$ cat src/rtl/tiny45_alu_seq.sv
// Nibble-serial sequencer for the tiny45 datapath: latches a 32-bit ALU/shift op and
// feeds the 4-bit ALU/shifter LSB-first over 8 cycles, chaining carry and compare.
module tiny45_alu_seq (
    input  logic        clk,
    input  logic        rst,
    input  logic        start,
    input  logic [3:0]  op,
    input  logic [31:0] a,
    input  logic [31:0] b,
    output logic        ready,
    output logic        done,
    output logic [31:0] result,
    output logic        cmp,
    output logic [3:0]  alu_op,
    output logic [3:0]  alu_a,
    output logic [3:0]  alu_b,
    output logic        alu_cy_in,
    output logic        alu_cmp_in,
    input  logic [3:0]  alu_d,
    input  logic        alu_cy_out,
    input  logic        alu_cmp_res,
    output logic [2:0]  shift_counter,
    output logic [31:0] shift_a,
    output logic [4:0]  shift_b,
    input  logic [3:0]  shift_d
);

    typedef enum logic [1:0] {
        S_IDLE,
        S_RUN,
        S_DONE
    } state_t;

    state_t      r_state;
    state_t      w_next;
    logic [2:0]  r_cnt;
    logic [3:0]  r_op;
    logic [31:0] r_a;
    logic [31:0] r_b;
    logic [31:0] r_sr;
    logic [31:0] r_result;
    logic        r_cmp;
    logic        r_cy;
    logic        r_cmpc;

    logic        w_accept;
    logic        w_first;
    logic        w_slt_op;
    logic [3:0]  w_nib;
    logic [4:0]  w_idx;

    assign ready    = (r_state != S_RUN);
    assign done     = (r_state == S_DONE);
    assign w_accept = start & ready;
    assign w_first  = (r_cnt == 3'd0);
    assign w_slt_op = (r_op[3:1] == 3'b001);
    assign w_idx    = {r_cnt, 2'b00};

    assign alu_op        = r_op;
    assign alu_a         = r_a[w_idx +: 4];
    assign alu_b         = r_b[w_idx +: 4];
    assign alu_cy_in     = w_first ? (r_op[1] | r_op[3]) : r_cy;
    assign alu_cmp_in    = w_first ? 1'b1 : r_cmpc;
    assign shift_counter = r_cnt;
    assign shift_a       = r_a;
    assign shift_b       = r_b[4:0];
    assign result        = r_result;
    assign cmp           = r_cmp;

    // Shift ops (op[1:0]=01) take their nibble from the shifter, everything else from the ALU.
    assign w_nib = (r_op[1:0] == 2'b01) ? shift_d : alu_d;

    always_ff @(posedge clk) begin
        if (rst) r_state <= S_IDLE;
        else     r_state <= w_next;
    end

    always_comb begin
        w_next = r_state;
        case (r_state)
            S_IDLE:  if (w_accept) w_next = S_RUN;
            S_RUN:   if (r_cnt == 3'd7) w_next = S_DONE;
            S_DONE:  w_next = w_accept ? S_RUN : S_IDLE;
            default: w_next = S_IDLE;
        endcase
    end

    // NOTE: every register here uses <= so all updates see pre-edge values of their peers.
    always_ff @(posedge clk) begin
        if (rst) begin
            r_cnt    <= 3'd0;
            r_op     <= 4'd0;
            r_a      <= 32'd0;
            r_b      <= 32'd0;
            r_sr     <= 32'd0;
            r_result <= 32'd0;
            r_cmp    <= 1'b0;
            r_cy     <= 1'b0;
            r_cmpc   <= 1'b0;
        end else if (w_accept) begin
            r_op  <= op;
            r_a   <= a;
            r_b   <= b;
            r_cnt <= 3'd0;
        end else if (r_state == S_RUN) begin
            r_cnt  <= r_cnt + 3'd1;
            r_cy   <= alu_cy_out;
            r_cmpc <= alu_cmp_res;
            r_sr   <= {w_nib, r_sr[31:4]};
            if (r_cnt == 3'd7) begin
                r_cmp    <= alu_cmp_res;
                r_result <= w_slt_op ? {31'd0, alu_cmp_res} : {w_nib, r_sr[31:4]};
            end
        end
    end

endmodule

$ cat config.mk
export PLATFORM = sky130hd
export DESIGN_NAME = tiny45_alu_seq
export DESIGN_NICKNAME = d
export VERILOG_FILES = /design/src/rtl/tiny45_alu_seq.sv
export SDC_FILE = /design/constraint.sdc
export NUM_CORES = 1
export LEC_CHECK = 0
export ABC_AREA = 0
export CAP_MARGIN = 20
export CORE_MARGIN = 3
export CORE_UTILIZATION = 35
export DETAILED_ROUTE_END_ITERATION = 12
export PLACE_DENSITY_LB_ADDON = 0.1
export SETUP_SLACK_MARGIN = 0.15
export SLEW_MARGIN = 20
export SYNTH_ARGS = -nofsm -noshare
export SYNTH_HDL_FRONTEND = slang
export SYNTH_SLANG_ARGS = --single-unit
$ cat constraint.sdc
create_clock -name clk -period 2.8 [get_ports clk]
set_clock_uncertainty 0.1 [all_clocks]
set_input_delay 0.84 -clock clk [delete_from_list [all_inputs] [get_ports clk]]
set_output_delay 0.84 -clock clk [all_outputs]
set_load 0.01 [all_outputs]
# After elaboration in Yosys (flattened, before gate mapping)
# Cells that the tools add are included.
# classes
addsub	1
n_eq_ne	8
shift	2
muxes	8
bitwise_logic	3
reduce_logical	6
# ops
cell	count
$shiftx 32x6->4	2
$mux 32	1
$pmux 2 s3	1
$eq 2x1->1 const B	2
$mux 2	2
$mux 4	1
$ne 2x2->1 const B	2
$reduce_and 2->1	2
$add 3x1->3 const B	1
$eq 3x1->1 const B	1
$eq 3x3->1 const B	1
$logic_not 3->1	1
$mux 1	3
$reduce_and 3->1	1
$eq 2x2->1 const B	1
$logic_not 2->1	1
$ne 2x1->1 const B	1
$reduce_or 2->1	1
$and 1x1->1	1
$not 1->1	1
$or 1x1->1	1
# word_totals
regBits	140
in_bits	81

# Depth between registers and ports, before layout
# logic_depth
depth_word	4
mapped_depth	7

# Worst setup path before layout
# Ideal clock, no wire load.
# synth_timing
kind	register -> output
start	reg r_cnt[0] (netlist: shift_counter[0])
end	out alu_a[0]
arrival_ns	1.459
path_slack_ns	0.401
stages_incl_launch_ff	5
path_buffers	2
cell_sequence	dfxtp_1 -> buf_6 -> buf_12 -> mux4_2 -> mux2_4
# synth_between
elab_chain_len	1
# synth_rtl
element	line	rtl
start: declaration	36	logic [2:0] r_cnt;
start signal: assignment	106	r_cnt <= r_cnt + 3'd1;
$shiftx 32x6->4	60	assign alu_a = r_a[w_idx +: 4];
end: declaration	15	output logic [3:0] alu_a,
# Every way passes these cells.

# Worst setup path in the final report
# layout_timing
start	reg r_cnt[0] (netlist: shift_counter[0])
end	out alu_a[2]
# Same word-level chain as after synthesis.

==> reports/qor.csv <==
metric,value,unit
startpoint,shift_counter[0]$_SDFFE_PP0N_,
die_x,131.4,µm
fin_total_pwr,4.934,mW
coreArea,15310,µm²
cp-start-kind,register,
cp.required,1.86,ns
gp_congestion,0.7645,
ys_seq_area_frac,0.4945,
drt_iter0_drc,394,
dp_slack,-0.04072,ns
rsz0062_at_grt,yes,
met2_length,7608,µm
leakagePower,2.879,nW
whs,0.3470,ns
multi_input_area,2446,µm²
hold_end,r_cmpc$_SDFFE_PP0P_,
antenna_found_initial,0,
slowest_delay,0.50,ns
synth_top_cell_area_share,0.4945,
clkTransAtPathRegs,0.06,ns
synth_fp_nets,671,
worst_slack,-0.08595,ns
cp_cell_sequence,buf_6 > buf_8 > mux4_2 > mux2_4 > buf_6,
fin_area,8034,µm²
min_from,r_cmpc$_SDFFE_PP0P_,
r2r_slack,0.48,ns
reg2reg_to,result[12]$_SDFFE_PP0P_,
hold_violations,0,
grt_max_degree,108,
critPathKind,register to primary output,
fin_crit,2.886,ns
area.sequential,2724,µm²
ff2ff_path_depth,7,
rows,45,
crit_arrival,1.95,ns
met1_length,7974,µm
pin_count,170,
whs_path_depth,2,
die_area,17270,µm²
detail-route-antenna-nets,0,
endpoint_kind,primary output,
wl_met3,972,µm
first_pass_iters,4,
clock.fmax,0.3465,GHz
initial_core_util,0.3595,
final_cell_mix,"156 x clkdlybuf4s50_1, 135 x dfxtp_1, 97 x a21oi_1",
cts_tree,done,
io_buffers,169,
yosysWarnings,0,
hp-class,register to register,
setup_viol,8,
critPathMaxFanout,5,
slowest_stage,mux4_2,
synth.avg_cell_area,9.379,µm²
syn_inst,587,
final_common_cell,clkdlybuf4s50_1,
powerDensity,614.1,nW/µm²
antenna_cells,0,
period_share,1.031,
drcViolationCount,0,
avgRoutedWirePerCell,17.42,µm
crit_top_cell,buf_6,
clock_latency,0.42,ns
hpwl,10700,µm
fillerInstances,1470,
synthTopCellsByArea,"dfxtp_1 49%, a21oi_1 8.9%, nand3_1 6.3%, o21ai_0 6.3%, mux4_1 4.3%",
ys_seq_elements,136,
drive_gt1_frac,0.1356,
cts_buffers,17,
violations,negative setup slack,
yosysUniqueCellTypes,32,
drt_wl_total,16780,µm
cts.sinks,136,
cts_max_level,4,
cts_buffer_depth,2,
status,finished with violations,
dp_cells,917,
final_nets,823,
chipHeight,131.4,µm
drv_slew,0,
syn_area,5505,µm²
slew-limit-headroom,0.2879,
grt_pass1_vias,4910,
grt_pass1_wl,26920,µm
max-vdd-ir-drop,0.3996,mV
highest_layer,met4,
cts-root-buf,clkbuf_16,
grt-ovfl-total,0,
track_usage,0.1928,
dpl-instance-area,7271,µm²
instances_no_fill,963,
tightest_slew,1.068,ns
reg2reg_from,shift_counter[1]$_SDFFE_PP0N_,
cap_viol_max_count,0,
vias,4953,
avgViaCountPerCell,5.143,
syn2layout_area_growth,45.93,%
synth.largest_area_cell,dfxtp_1,
[layer usage]
layer,global-route usage,up-vias
met3,0.05896,18
met2,0.2937,154
met1,0.2649,2377
met5,0,-
li1,-,2404
met4,0.05543,0
[logic make-up (layout without fill, tap and decap cells)]
group           count (synthesis)  count (layout)  synth area share
flops                         136             136            0.4945
simple gates                  144             144            0.1230
fa+ha+maj                       3               3          0.006819
mux                            30              30            0.1036
buf+inv                        69             234           0.06091
xor+xnor                        1               1          0.001591
compound gates                204             204            0.2095
[worst max-delay path by stage]
stage                           to  slack, ns  cells past startpoint
after global routing      alu_a[2]      -0.14                      5
after CTS                 alu_a[2]      -0.11                      5
after floorplan           alu_a[0]       0.40                      4
after detailed placement  alu_a[2]      -0.04                      4
after global placement    alu_b[2]     -0.009                      4
final                     alu_a[2]      -0.09                      5
[state kept, by name, summed over array words and instances (netlist names)]
| register | cells |
|---|---|
| result | 32 |
| shift_a | 32 |
| r_b | 32 |
| r_state | 2 |
| r_cmpc | 1 |
| r_cy | 1 |
| cmp | 1 |
| r_sr | 28 |
| alu_op | 4 |
| shift_counter | 3 |
[critical path, delay by kind of cell, from the launching register on]
kind,cells,cell delay [ns]
DFF,1,0.34
buffers and inverters,3,0.40
muxes,2,0.79
[synthesized netlist by cell type, drive strengths merged]
library cell / instances
a21oi: 98
nor2: 8
nor3: 4
nand2: 54
clkbuf: 36
clkinv: 1
a211oi: 5
o22a: 1
o21ai: 69
nand3b: 1
mux2: 8
buf: 29
a22o: 27
nand3: 69
mux4: 16
or3: 1
xnor2: 1
mux2i: 6
nand2b: 3
o2bb2ai: 4
dfxtp: 136
nor2b: 3
nor3b: 1
inv: 3
ha: 3
[metrics by stage]
step	TNS, ns	util
after floorplan	0	-
after global placement	-0.01423	0.4748
after detailed placement	-0.1018	0.4748
after CTS	-0.5053	0.5207
after global routing	-0.7985	0.5246
final	-0.3352	0.5246
[where the power goes]
part | total [mW] | internal, mW | switching [mW]
clock | 2.26 | 1.42 | 0.836
sequential | 2.06 | 2.01 | 0.0525
combinational | 0.614 | 0.320 | 0.293
[layout make-up]
class	count	share of cell area
sequential	136	0.3390
multi-input combinational	382	0.3045
timing repair buffer	198	0.2472
clock buffer	21	0.05607
tap	211	0.03286
clock inverter	11	0.01838
inverter	4	0.002025
[what timing repair did]
item,4_1_cts,5_1_grt
endpoints found under the hold margin,0,0
resized for setup,66,9
endpoints found under the setup margin,15,11
pin swaps,0,1
hold buffers,0,0
setup buffers,10,3
Power figures use the tool's default switching activity.
